$ cat src/rtl/winner_detect_seq_pkg.sv
// Shared types and width helpers for the sequential one-hot winner detector.
package winner_detect_seq_pkg;

    localparam int unsigned STATE_W = 2;

    typedef enum logic [STATE_W-1:0] {
        IDLE  = 2'd0,
        TRACK = 2'd1,
        DONE  = 2'd2
    } state_t;

    // Bits needed to hold values 0..max_val (at least one bit).
    function automatic int unsigned cnt_width(input int unsigned max_val);
        return (max_val < 1) ? 1 : $clog2(max_val + 1);
    endfunction

endpackage

$ cat src/rtl/winner_detect_seq_onehot_resolve.sv
// Per-channel activity, exactly-one-active flag and index of the active channel.
module onehot_resolve #(
    parameter  int unsigned N  = 4,
    parameter  int unsigned W  = 5,
    localparam int unsigned IW = $clog2(N)
) (
    input  logic [N*W-1:0] in_data,
    output logic [N-1:0]   act,
    output logic           onehot,
    output logic [IW-1:0]  enc
);

    always_comb begin
        act = '0;
        for (int c = 0; c < int'(N); c++) begin
            act[c] = |in_data[c*W +: W];
        end
    end

    // enc is only meaningful when onehot is set; otherwise it holds the highest active index.
    always_comb begin
        logic any;
        logic multi;
        any   = 1'b0;
        multi = 1'b0;
        enc   = '0;
        for (int c = 0; c < int'(N); c++) begin
            if (act[c]) begin
                multi = multi | any;
                any   = 1'b1;
                enc   = IW'(c);
            end
        end
        onehot = any & ~multi;
    end

endmodule

$ cat src/rtl/winner_detect_seq.sv
// Declares the sole active channel a winner once it persists for STABLE valid samples,
// with an ack handshake and a MAX_ITER sample timeout.
module winner_detect_seq
    import winner_detect_seq_pkg::*;
#(
    parameter  int unsigned N        = 4,
    parameter  int unsigned W        = 5,
    parameter  int unsigned STABLE   = 3,
    parameter  int unsigned MAX_ITER = 16,
    localparam int unsigned IW       = $clog2(N),
    localparam int unsigned CW       = $clog2(MAX_ITER + 1)
) (
    input  logic           clk,
    input  logic           rst_n,
    input  logic           start,
    input  logic           in_valid,
    input  logic [N*W-1:0] in_data,
    input  logic           ack,
    output logic           busy,
    output logic           done,
    output logic           timeout,
    output logic [IW-1:0]  idx,
    output logic [CW-1:0]  iter_count
);

    localparam int unsigned SW = cnt_width(STABLE);

    state_t          state_q, state_d;
    logic [SW-1:0]   streak_q, streak_d;
    logic [IW-1:0]   cand_q, cand_d;
    logic [CW-1:0]   iter_d;
    logic            busy_d, done_d, timeout_d;
    logic [IW-1:0]   idx_d;

    logic [N-1:0]    act;
    logic            onehot;
    logic [IW-1:0]   enc;

    logic [SW-1:0]   samp_streak;
    logic [IW-1:0]   samp_cand;
    logic [CW-1:0]   samp_iter;

    onehot_resolve #(
        .N (N),
        .W (W)
    ) u_resolve (
        .in_data (in_data),
        .act     (act),
        .onehot  (onehot),
        .enc     (enc)
    );

    // Effect of accepting the current sample on candidate, streak and iteration count.
    always_comb begin
        samp_cand   = cand_q;
        samp_streak = '0;
        if (onehot && (enc == cand_q) && (streak_q != '0)) begin
            samp_streak = (streak_q == SW'(STABLE)) ? streak_q : streak_q + SW'(1);
        end else if (onehot) begin
            samp_cand   = enc;
            samp_streak = SW'(1);
        end
        samp_iter = (iter_count == CW'(MAX_ITER)) ? iter_count : iter_count + CW'(1);
    end

    always_comb begin
        state_d   = state_q;
        streak_d  = streak_q;
        cand_d    = cand_q;
        iter_d    = iter_count;
        done_d    = done;
        timeout_d = timeout;
        idx_d     = idx;

        unique case (state_q)
            IDLE: begin
                if (start) begin
                    state_d   = TRACK;
                    streak_d  = '0;
                    iter_d    = '0;
                    timeout_d = 1'b0;
                    idx_d     = '0;
                end
            end
            TRACK: begin
                if (in_valid) begin
                    iter_d   = samp_iter;
                    streak_d = samp_streak;
                    cand_d   = samp_cand;
                    // A winner on the final permitted sample beats the timeout.
                    if (samp_streak == SW'(STABLE)) begin
                        state_d   = DONE;
                        done_d    = 1'b1;
                        timeout_d = 1'b0;
                        idx_d     = samp_cand;
                    end else if (samp_iter == CW'(MAX_ITER)) begin
                        state_d   = DONE;
                        done_d    = 1'b1;
                        timeout_d = 1'b1;
                        idx_d     = '0;
                    end
                end
            end
            DONE: begin
                if (ack) begin
                    done_d = 1'b0;
                    if (start) begin
                        state_d   = TRACK;
                        streak_d  = '0;
                        iter_d    = '0;
                        timeout_d = 1'b0;
                        idx_d     = '0;
                    end else begin
                        state_d = IDLE;
                    end
                end
            end
            default: begin
                state_d = IDLE;
                done_d  = 1'b0;
            end
        endcase

        busy_d = (state_d == TRACK);
    end

    always_ff @(posedge clk) begin
        if (!rst_n) begin
            state_q    <= IDLE;
            streak_q   <= '0;
            cand_q     <= '0;
            iter_count <= '0;
            busy       <= 1'b0;
            done       <= 1'b0;
            timeout    <= 1'b0;
            idx        <= '0;
        end else begin
            state_q    <= state_d;
            streak_q   <= streak_d;
            cand_q     <= cand_d;
            iter_count <= iter_d;
            busy       <= busy_d;
            done       <= done_d;
            timeout    <= timeout_d;
            idx        <= idx_d;
        end
    end

    // The resolver's onehot flag must agree with its activity vector.
    a_onehot_consistent: assert property (@(posedge clk) disable iff (!rst_n)
        onehot == $onehot(act));

endmodule

$ cat config.mk
export PLATFORM = sky130hd
export DESIGN_NAME = winner_detect_seq
export DESIGN_NICKNAME = d
export VERILOG_FILES = /design/src/rtl/winner_detect_seq_pkg.sv /design/src/rtl/winner_detect_seq_onehot_resolve.sv /design/src/rtl/winner_detect_seq.sv
export SDC_FILE = /design/constraint.sdc
export NUM_CORES = 1
export LEC_CHECK = 0
export CORE_MARGIN = 2
export CORE_UTILIZATION = 49
export DETAILED_ROUTE_END_ITERATION = 8
export PLACE_DENSITY = 0.92
export SYNTH_ARGS = -nofsm -noshare
export SYNTH_HDL_FRONTEND = slang
export SYNTH_SLANG_ARGS = --single-unit
$ cat constraint.sdc
create_clock -name clk -period 4.4 [get_ports clk]
set_input_delay 0.66 -clock clk [delete_from_list [all_inputs] [get_ports clk]]
set_output_delay 0.66 -clock clk [all_outputs]
set_load 0.01 [all_outputs]
==> results_dict.tcl <==
set metrics [dict create \
    hold_start "idx[1]" \
    rows 17 \
    grt_pass1_wl_mm 4.69 \
    multi_input_area_um2 722 \
    diodes 0 \
    stdcell_count 202 \
    internal_power_mw 0.211 \
    cts_resized 0 \
    synth-simple-area-share_pct 34.2 \
    whs_ps 459 \
    rr_startpoint "iter_count[0]" \
    clockRootBuffer "clkbuf_4" \
    rr_worst_depth 9 \
    syn_inst 142 \
    fp.dieW_um 51.0 \
    status "finished, final reports clean" \
    grt_pass1_vias 1116 \
    seq_area_frac_synth_pct 29.6 \
    ys_seq_elements 16 \
    min_path_type "reg2reg" \
    io_buffers 34 \
    antenna_found_initial 0 \
    clk_path_buf_depth 2 \
    drcViolationCount 0 \
    synth_warnings 0 \
    synth_ff_type "dfxtp_1" \
    hold_path_depth 2 \
    slew_headroom_pct 62.9 \
    synth_nets 169 \
    synth_top_cell_area_share_pct 29.6 \
    tns_ps 0 \
    swShare_pct 25.1 \
    wl_per_cell_um 14.2 \
    placed_cell_area_um2 1430 \
    synth_most_common_cell "nand2_1" \
    start_kind "input pin" \
    clock-skew-final_ps 3.18 \
    fill_cells 176 \
    initial_core_util_pct 50.4 \
    whs_endpoint "idx[1]" \
    syn-cell-area_um2 1080 \
    p_per_area_nw_per_um2 193 \
    place.gp.congestion 0.790 \
    setup_viol 0 \
    synth.distinct_cells 46 \
    path_class "in2reg" \
    rsz0062_at_grt "false" \
    grt-ovfl-total 0 \
    synthArstFlopShare_pct 0 \
    synth-xor-area-share_pct 2.42 \
    final_nets 203 \
    syn_to_final_growth_pct 34.3 \
    layout_min_cycle_time_ps 2830 \
    initialDrtViolationCount 27 \
    final_cell_area_um2 1460 \
    crit_fanout 7 \
    via_per_inst 5.90 \
    htree_levels 1 \
    cp.arrival_ps 3050 \
    cts_inserted_buffers 3 \
    grt_max_degree 18 \
    die_h_um 51.0 \
    synth_top_family_by_area "simple AND/OR/NAND/NOR gates" \
    seq_power_share_pct 53.2 \
    p_clk_share_pct 26.4 \
    irDropWorstVdd_v 0.000128 \
    p_switching_mw 0.0705 \
    drive_gt1_share_pct 5.75 \
    synth_edf_count 0 \
    r2r_setup_slack_ps 2320 \
    yosys.area_share.adder_pct 2.31 \
    cts_tree "done" \
    clkLatencyLatePin_ps 280 \
    core-area_um2 2150 \
    ant_nets 0 \
    dp.cells 199 \
    hpwlAfterDp_mm 2.19 \
    ff_latch_area_um2 320 \
    die_area_um2 2600 \
    pwr-share-comb_pct 20.4 \
    worstSetupEndpointType "register" \
    synth_common_cells "nand2_1, dfxtp_1, nor2_1" \
    r2r_end "busy" \
    worstMarginPinSlew_ps 549 \
    power.leakage_nw 0.491 \
    required_ps 4620 \
    synth_top_area_cell "dfxtp_1" \
    synth_compound_area_share_pct 26.8 \
    min_period_over_period_pct 64.3 \
    drt_wl_total_mm 2.87 \
    drtPass1Iterations 4 \
    clock-sinks 16 \
    yosys-top-cells-area "dfxtp_1, nand2_1, nor2_1, a21oi_1, o21ai_1" \
    finalMaxSlewViolations 0 \
    grtUsageTotal_pct 23.6 \
    muxShareOfSynthArea_pct 0.924 \
    avgSynthCellArea_um2 7.63 \
    pin_count 35 \
    cap_violations 0 \
    finalHoldViolations 0 \
    vias 1191 \
    fmax_ghz 0.353 \
    cts_hold_buf 0 \
    clkSlewWorstSetupHoldPaths_ps 80 \
    cts_setup_buffers 0 \
]
==> flip-flops by register name, summed over array words and instances (netlist names) <==
name	flops
timeout	1
cand_q	2
streak_q	2
busy	1
state_q	2
iter_count	5
done	1
idx	2
==> stage by stage <==
step           utilization, %  worst slack [ps]  total power [mW]
2_1_floorplan               -              1880             0.177
3_3_place_gp             66.7              1400             0.206
3_5_place_dp             66.7              1290             0.209
4_1_cts                  67.7              1580             0.284
5_1_grt                  67.7              1430             0.294
6_report                 67.7              1570             0.281
==> worst max path at each step <==
stage,end,start,depth (start not counted)
5_1_grt,cand_q[1],in_data[6],8
4_1_cts,cand_q[1],in_data[6],8
3_5_place_dp,cand_q[1],in_data[6],8
3_3_place_gp,cand_q[1],in_data[6],8
2_1_floorplan,cand_q[1],in_data[6],8
6_report,cand_q[1],in_data[6],8
==> layer usage <==
metal | wire, um | track usage, % | vias to the layer above
met5 | 0 | 0 | -
li1 | - | - | 571
met3 | 186 | 4.68 | 12
met4 | 70 | 10.4 | 0
met2 | 1500 | 43.1 | 58
met1 | 1120 | 26.1 | 550
==> power by group through the flow <==
stage          Sequential, mW  Clock [mW]  Combinational (mW)
2_1_floorplan           0.153           0              0.0239
3_3_place_gp            0.153           0              0.0531
3_5_place_dp            0.153           0              0.0562
4_1_cts                 0.150      0.0781              0.0566
5_1_grt                 0.150      0.0832              0.0613
6_report                0.150      0.0742              0.0573
==> worst max-delay path, stage by stage <==
cell	delay [ps]
clkdlybuf4s50_1	390
or3_1	400
or3_1	460
a32o_1	330
a211oi_4	380
nor2_1	100
nor3_2	140
mux2i_1	200
==> cell type report <==
class	instances	share of cell area, %
Sequential cell	16	22.0
Tap cell	28	2.41
Clock buffer	3	1.55
Inverter	4	1.03
Timing Repair Buffer	34	23.4
Multi-Input combinational cell	117	49.6
==> cell usage in the layout, fill, tap and decap left out, types with 2 or more instances in the layout <==
cell	n
inv_1	4
dfxtp_1	16
clkbuf_4	3
a21boi_1	3
clkdlybuf4s50_1	34
nor2_1	15
xor2_1	2
a21oi_1	8
and2_1	6
o21ai_0	3
nor3_1	6
nand2_1	22
o21ba_1	2
nor4_2	2
a31oi_1	2
nand3_1	3
or3_1	3
nor2b_1	3
ha_1	2
o21ai_1	8
nand2b_1	2
==> kinds of logic after synthesis <==
kind of cell	after synthesis
muxes	1
xor gates and xnor gates	3
buffers and inverters	9
AOI/OAI and AO/OA	41
adders and majority gates	2
DFF	16
and+or+nand+nor	70
No activity file was read; power rests on OpenSTA's default activity.
